## config.mk

```make
export PLATFORM = sky130hd
export DESIGN_NAME = alu_cmd_issuer
export DESIGN_NICKNAME = d
export VERILOG_FILES = /design/src/rtl/alu_pkg.sv /design/src/rtl/alu_cmd_issuer.sv
export SDC_FILE = /design/constraint.sdc
export NUM_CORES = 1
export LEC_CHECK = 0
export CAP_MARGIN = 40
export CORE_AREA = 2 2 316 318
export DETAILED_ROUTE_END_ITERATION = 6
export DIE_AREA = 0 0 318 320
export PLACE_DENSITY = 0.41
export SLEW_MARGIN = 20
export SYNTH_ARGS = -nofsm -noshare
export SYNTH_HDL_FRONTEND = slang
export SYNTH_SLANG_ARGS = --single-unit
```

## constraint.sdc

```tcl
create_clock -name clk -period 3.5 [get_ports clk]
set_input_delay 0.7 -clock clk [delete_from_list [all_inputs] [get_ports clk]]
set_output_delay 0.7 -clock clk [all_outputs]
set_load 0.01 [all_outputs]
```

## src/rtl/alu_pkg.sv

```systemverilog
// Shared opcode, flag and state definitions for the generated ALUs and their command issuer.
package alu_pkg;

    localparam logic [3:0] OP_XNOR  = 4'd0;
    localparam logic [3:0] OP_SGE   = 4'd1;
    localparam logic [3:0] OP_SGT   = 4'd2;
    localparam logic [3:0] OP_SLL   = 4'd3;
    localparam logic [3:0] OP_PASSB = 4'd4;
    localparam logic [3:0] OP_SRL   = 4'd5;
    localparam logic [3:0] OP_SNE   = 4'd6;
    localparam logic [3:0] OP_NOR   = 4'd7;

    localparam logic [15:0] OP_SUPPORTED_DEFAULT = 16'h00B9;

    localparam int unsigned FLAG_ZERO  = 0;
    localparam int unsigned FLAG_CARRY = 1;
    localparam int unsigned FLAG_OVF   = 2;

    typedef enum logic [1:0] {
        ST_IDLE = 2'd0,
        ST_WAIT = 2'd1,
        ST_RESP = 2'd2
    } state_e;

endpackage

```

## src/rtl/alu_cmd_issuer.sv

```systemverilog
// Command front end for a combinational ALU: registers the operation onto the ALU port,
// waits SETTLE cycles, then holds a tagged result/flags response until it is consumed.
module alu_cmd_issuer
    import alu_pkg::*;
#(
    parameter int unsigned WIDTH  = 128,
    parameter int unsigned OPW    = 4,
    parameter int unsigned SHW    = 5,
    parameter int unsigned TAGW   = 4,
    parameter int unsigned SETTLE = 1,
    parameter logic [2**OPW-1:0] OP_SUPPORTED = OP_SUPPORTED_DEFAULT
) (
    input  logic             clk,
    input  logic             rst_n,

    input  logic             cmd_valid,
    output logic             cmd_ready,
    input  logic [OPW-1:0]   cmd_opcode,
    input  logic [WIDTH-1:0] cmd_a,
    input  logic [WIDTH-1:0] cmd_b,
    input  logic [SHW-1:0]   cmd_shift,
    input  logic [TAGW-1:0]  cmd_tag,

    output logic [OPW-1:0]   alu_opcode,
    output logic [WIDTH-1:0] alu_input1,
    output logic [WIDTH-1:0] alu_input2,
    output logic [SHW-1:0]   alu_shift,
    input  logic [WIDTH-1:0] alu_result,
    input  logic             alu_carry,
    input  logic             alu_zero,
    input  logic             alu_overflow,

    output logic             rsp_valid,
    input  logic             rsp_ready,
    output logic [WIDTH-1:0] rsp_result,
    output logic [2:0]       rsp_flags,
    output logic [TAGW-1:0]  rsp_tag,
    output logic             rsp_err,

    output logic             busy,
    output logic [7:0]       err_count
);

    localparam logic [3:0] LP_SETTLE = 4'(SETTLE);

    state_e           r_state;
    logic             r_out_of_rst;
    logic [3:0]       r_cnt;
    logic [OPW-1:0]   r_alu_opcode;
    logic [WIDTH-1:0] r_alu_input1;
    logic [WIDTH-1:0] r_alu_input2;
    logic [SHW-1:0]   r_alu_shift;
    logic [WIDTH-1:0] r_rsp_result;
    logic [2:0]       r_rsp_flags;
    logic [TAGW-1:0]  r_rsp_tag;
    logic             r_rsp_err;
    logic [7:0]       r_err_count;

    logic w_accept;
    logic w_supported;

    // cmd_ready stays low while reset is asserted, rising on the first clock after release.
    assign cmd_ready   = r_out_of_rst && (r_state == ST_IDLE);
    assign w_accept    = cmd_valid && cmd_ready;
    assign w_supported = OP_SUPPORTED[cmd_opcode];

    always_ff @(posedge clk or negedge rst_n) begin
        if (!rst_n) begin
            r_state      <= ST_IDLE;
            r_out_of_rst <= 1'b0;
            r_cnt        <= '0;
            r_alu_opcode <= '0;
            r_alu_input1 <= '0;
            r_alu_input2 <= '0;
            r_alu_shift  <= '0;
            r_rsp_result <= '0;
            r_rsp_flags  <= '0;
            r_rsp_tag    <= '0;
            r_rsp_err    <= 1'b0;
            r_err_count  <= '0;
        end else begin
            r_out_of_rst <= 1'b1;
            case (r_state)
                ST_IDLE: begin
                    if (w_accept) begin
                        r_rsp_tag <= cmd_tag;
                        if (w_supported) begin
                            r_alu_opcode <= cmd_opcode;
                            r_alu_input1 <= cmd_a;
                            r_alu_input2 <= cmd_b;
                            r_alu_shift  <= cmd_shift;
                            r_cnt        <= LP_SETTLE;
                            r_state      <= ST_WAIT;
                        end else begin
                            // Unsupported ops never reach the ALU; answer directly with an error.
                            r_rsp_result <= '0;
                            r_rsp_flags  <= '0;
                            r_rsp_err    <= 1'b1;
                            if (r_err_count != '1) begin
                                r_err_count <= r_err_count + 8'd1;
                            end
                            r_state      <= ST_RESP;
                        end
                    end
                end
                ST_WAIT: begin
                    r_cnt <= r_cnt - 4'd1;
                    if (r_cnt == 4'd1) begin
                        r_rsp_result            <= alu_result;
                        r_rsp_flags[FLAG_ZERO]  <= alu_zero;
                        r_rsp_flags[FLAG_CARRY] <= alu_carry;
                        r_rsp_flags[FLAG_OVF]   <= alu_overflow;
                        r_rsp_err               <= 1'b0;
                        r_state                 <= ST_RESP;
                    end
                end
                ST_RESP: begin
                    if (rsp_ready) begin
                        r_state <= ST_IDLE;
                    end
                end
                default: r_state <= ST_IDLE;
            endcase
        end
    end

    assign alu_opcode = r_alu_opcode;
    assign alu_input1 = r_alu_input1;
    assign alu_input2 = r_alu_input2;
    assign alu_shift  = r_alu_shift;
    assign rsp_valid  = (r_state == ST_RESP);
    assign rsp_result = r_rsp_result;
    assign rsp_flags  = r_rsp_flags;
    assign rsp_tag    = r_rsp_tag;
    assign rsp_err    = r_rsp_err;
    assign busy       = (r_state != ST_IDLE);
    assign err_count  = r_err_count;

endmodule

```

## Yosys cells after proc, flatten, opt, wreduce, memory -nomap -nowiden

Memory sizes are Yosys's and may differ from the RTL's.
Cells that the tools add are included.

- Add/subtract/negate cells: 2
- $lt $le $gt $ge: 1
- Equal/unequal tests: 9
- Muxes and demuxes: 21
- Bitwise gates (word level): 1
- Reduce and logical (&&, ||, !) cells: 11

Operator list:

| kind | number |
|---|---|
| 128-bit two-way mux | 3 |
| 128-bit case mux with 2 select lines | 1 |
| 3-bit two-way mux | 3 |
| 3-bit AND reduction | 3 |
| 8-bit by 1-bit adder with 8-bit output (second input constant) | 1 |
| 2-bit two-way mux | 4 |
| 4-bit two-way mux | 2 |
| 2-bit != test (second input constant) | 4 |
| 8-bit != test (second input constant) | 1 |
| 4-bit case mux with 2 select lines | 1 |
| 4-bit AND reduction | 2 |
| 2-bit case mux with 3 select lines | 1 |
| 3-bit case mux with 2 select lines | 1 |
| 4-bit by 5-bit less-than comparator with 1-bit output (second input constant) | 1 |
| 4-bit by 1-bit == test with 1-bit output (second input constant) | 1 |
| 1-bit two-way mux | 4 |
| 2-bit nonzero test | 2 |
| 4-bit by 1-bit subtractor with 4-bit output (second input constant) | 1 |
| 2-bit by 1-bit == test with 1-bit output (second input constant) | 1 |
| 2-bit == test (second input constant) | 1 |
| 1-bit logical AND | 2 |
| 2-bit logical NOT | 1 |
| 2-bit by 1-bit != test with 1-bit output (second input constant) | 1 |
| 1-bit case mux with 2 select lines | 1 |
| other kinds (2) | 2 |

- Bits in registers: 416
- Bits in read-only memories: 16
- Output and inout bits: 412
- Word-level logic and storage cells: 58
- Memories kept: 1

Memory list:

| memory | words | bits a word | read ports | clocked after Yosys merged registers in | write ports | line | RTL |
|---|---|---|---|---|---|---|---|
| (no name shown) | 16 | 1 | 1 | 0 | 0 | alu_cmd_issuer.sv:65 | `assign w_supported = OP_SUPPORTED[cmd_opcode];` |

## Depth between registers and ports, before layout

- Depth in word-level cells: 5
- Gate-level depth with buffers: 8
- Gate-level depth less buffers: 6

## Least setup slack after synthesis

No wires, ideal clock.

- Path kind: input to register
- Start point: input cmd_opcode[0]
- End point: register r_state[1]
- Arrival: 2.200 ns
- Path slack: 1.169 ns
- Stages: 8
- Buffers on the path: 2
- Path through: inv_1 -> ha_1 -> nor2_1 -> o31a_1 -> o21bai_1 -> clkbuf_1 -> buf_2 -> o21ai_0

- Cells in the longest elaborated chain, start to end: 5

RTL lines:

| what | line | RTL |
|---|---|---|
| start, declared | alu_cmd_issuer.sv:18 | `input logic [OPW-1:0] cmd_opcode,` |
| memory 16 x 1 bit | - |  |
| 1-bit two-way mux (implied by the code) | alu_cmd_issuer.sv:65 |  |
| 2-bit two-way mux | alu_cmd_issuer.sv:87 | `if (w_supported) begin` |
| 2-bit two-way mux | alu_cmd_issuer.sv:85 | `if (w_accept) begin` |
| 2-bit case mux with 3 select lines | alu_cmd_issuer.sv:83 | `case (r_state)` |
| end signal, assigned | alu_cmd_issuer.sv:69 | `r_state <= ST_IDLE;` |
| end signal, assigned | alu_cmd_issuer.sv:93 | `r_state <= ST_WAIT;` |
| end signal, assigned | alu_cmd_issuer.sv:102 | `r_state <= ST_RESP;` |
| end, declared | alu_cmd_issuer.sv:46 | `state_e r_state;` |

No other way between the ends. The select of a mux whose other input is x is not followed.
A chain may end at the register's enable or synchronous reset.

## Worst setup path after layout

- Start point: register r_state[0]
- End point: output cmd_ready

- Cells in the longest elaborated chain, start to end: 2

RTL lines:

| what | line | RTL |
|---|---|---|
| 2-bit logical NOT | alu_cmd_issuer.sv:63 | `assign cmd_ready = r_out_of_rst && (r_state == ST_IDLE);` |
| 1-bit logical AND | alu_cmd_issuer.sv:63 |  |
| end, declared | alu_cmd_issuer.sv:17 | `output logic cmd_ready,` |

No other way between the ends.

==> reports/qor.txt <==
status: finished, final reports clean
largest net degree at the start of global routing: 77
Critical Path Start: r_state[0]
final worst path period need: 2.89 ns
CP Data Required Time: 2.80 ns
Int Power: 16.4 mW
synthesized net count: 1,346
headroom to the max-slew limit: 0.485
final wirelength: 59,300 µm
final worst slack: 0.610 ns
RSZ-0062 raised after global routing: false
final slew viol count: 0
share of power burned in registers: 0.356
setup bufs post-CTS: 0
CP startpoint kind: flip-flop
GR peak layer: met2
Switching Fraction: 0.306
die width: 318 µm
Synth Flop Type: dfrtp_1
RR Startpoint: r_cnt[1]
Final setup viols: 0
Gates resized, CTS repair: 0
Die Ht: 320 µm
TritonCTS Buffers: 52
Synth Cell Area: 15,300 µm²
Post-synth EDFFs: 0
initial antenna violation count: 6
CTS tree: built
first-pass GRT wire length: 86,300 µm
critical path fanouts, max: 8
Synth top cells by count: 416 x dfrtp_1, 269 x mux2_2, 132 x a22o_1
NetSw: 7.20 mW
Pre-antenna DRT Iters: 4
Reg2Reg Setup Slack: 1.01 ns
clock-pin transition on the worst setup and hold timing paths: 0.05 ns
Initial Util: 0.157
final-layout fill cell count: 10,028
CTS hold repair buffers: 0
Tot GR Track Use: 0.113
yosys warns: 0
DR WL/cell: 19.0 µm
Final Util: 0.276
Mean Syn Cell Area: 16.4 µm²
static leakage: 11.2 nW
clock buffer depth: 3
PwrDens: 872 nW/µm²
Multi-input gate area: 4610 µm²
post-synth top area share: 0.678
vias per cell: 3.66
HPWL after detailed placement: 45,500 µm
GRT met3 Usage: 0.0503
Root Buffer: clkbuf_16
maxcap violations: 0
PortBufs: 815
worst clock skew: 0.0205 ns
setup TNS: 0 ns
crit path DAT: 2.19 ns
RePlAce Congestion: 0.755
FF/Latch Area: 10,400 µm²
Final ANT Viol Nets: 0
Worst Hold Class: in -> async
clk_lat worst skew: 0.60 ns
Max Clock Freq: 0.346 GHz
I/O pins: 816
DRC Markers: 0
Hold Vio Cnt, Final: 0
post-synth top area cell: dfrtp_1
combinational share of power: 0.419
Area Growth Syn to Fin: 75.9%
clock share of power: 0.225
die area: 102,000 µm²
ys async rst share: 1.00
kind of critical path: reg -> out
Peak VDD IR: 0.395 mV
crit path to: cmd_ready
share of layout cells above drive strength 1: 0.214
FF+latch count, synth: 416
r2r worst-path depth: 7
Vias: 11,381
initial DRC count: 290
pre-CTS worst setup slack: 0.390 ns
critical path endpoint category: output pin
met2 usage: 0.203
Final Cycle Share: 0.826
htree depth: 2
count leader, synth: dfrtp_1
worst r2r dst: rsp_result[77]
Clock Sinks: 416
sequential area share after synthesis: 0.678
Mapped Cells: 938
Worst-Margin Slew: 0.773 ns
synth top area cells: dfrtp_1 68%, mux2_2 20%, a22o_1 7.5%
number of global-route vias before repair: 12,686
core area: 98,000 µm²
Nets: 2,198
synth unique cells: 33
Global Route met1 Usage: 0.119
# rows: 115
gr ovfl total: 0
state kept, by name, indices dropped and copies added, names as in the netlist:
name          cells
alu_input1      128
alu_input2      128
rsp_result      128
err_count         8
alu_shift         5
alu_opcode        4
r_cnt             4
rsp_tag           4
rsp_flags         3
r_state           2
r_out_of_rst      1
rsp_err           1
power groups by stage:
stage,Sequential [mW],Clock (mW),Combinational (mW)
3_3_place_gp,8.44,0,9.99
2_1_floorplan,9.33,0,2.61
6_report,8.38,5.31,9.87
4_1_cts,8.42,5.55,10.1
3_5_place_dp,8.45,0,10.1
5_1_grt,8.69,5.77,10.5
kinds of logic after synthesis:
logic type / synth area share
buffers and inverters: 0.0228
flip-flops: 0.678
XOR/XNOR: 0.00399
multiplexers: 0.197
adder cells (fa/ha/maj): 0.00326
AO/OA/AOI/OAI: 0.0812
other: 0.000244
AND/OR/NAND/NOR: 0.0129
cells in the final DEF, fill, tap and decap left out, types with 2 or more instances in the layout:
cell type,n
nor2_1,7
a21oi_1,3
a21o_1,3
nand3_1,2
dfrtp_1,416
nand2b_1,2
nor3b_1,2
clkinv_2,3
clkbuf_16,53
nand2_1,4
a22o_1,132
nor2b_1,2
nor3_1,4
buf_4,24
xor2_1,7
clkbuf_1,16
ha_1,4
clkbuf_8,12
o21ai_0,2
clkdlybuf4s50_1,814
mux2_2,269
inv_1,5
nor4_1,2
buf_12,17
bufinv_16,3
per-stage QoR:
| stage | total power, mW | instance area [µm²] | hold WS [ns] | instances |
|---|---|---|---|---|
| finish | 23.6 | 27000 | 0.0932 | 3112 |
| global placement | 18.4 | 25300 | 0.483 | 3023 |
| CTS | 24.1 | 27000 | 0.101 | 3111 |
| detailed placement | 18.5 | 25300 | 0.481 | 3023 |
| floorplan | 11.9 | 15300 | 0.404 | 938 |
| global route | 24.9 | 27000 | 0.108 | 3112 |
worst max-delay path: stages (launching register included):
cell             delay, ns
dfrtp_1               0.48
or2_2                 0.35
nor2_1                0.17
clkdlybuf4s50_1       0.60
final cells by class:
type,count,share of cell area
clock inverter,7,0.00417
antenna,1,0.0000927
multi-input combinational,459,0.171
clock buffer,81,0.0575
sequential,416,0.386
inverter,5,0.000695
timing repair buffer,856,0.322
tap,1287,0.0596
worst min-delay path by stage:
stage,startpoint,endpoint,cells past startpoint,slack (ns)
after global placement,rsp_result[22],rsp_result[22],1,0.48
after global routing,rst_n,rsp_result[39],1,0.11
after CTS,rst_n,rsp_result[3],1,0.10
after detailed placement,rsp_result[26],rsp_result[26],1,0.48
final,rst_n,rsp_result[39],1,0.09
after floorplan,rst_n,alu_input1[0],0,0.40
routing by layer:
layer | share of wire | routed length, µm | vias up
li1 | - | - | 5134
met1 | 0.37 | 21700 | 5668
met2 | 0.52 | 30800 | 501
met3 | 0.096 | 5680 | 74
met4 | 0.019 | 1130 | 4
met5 | 0.00051 | 30 | -
Note: power is estimated with default switching activity, not from simulation.
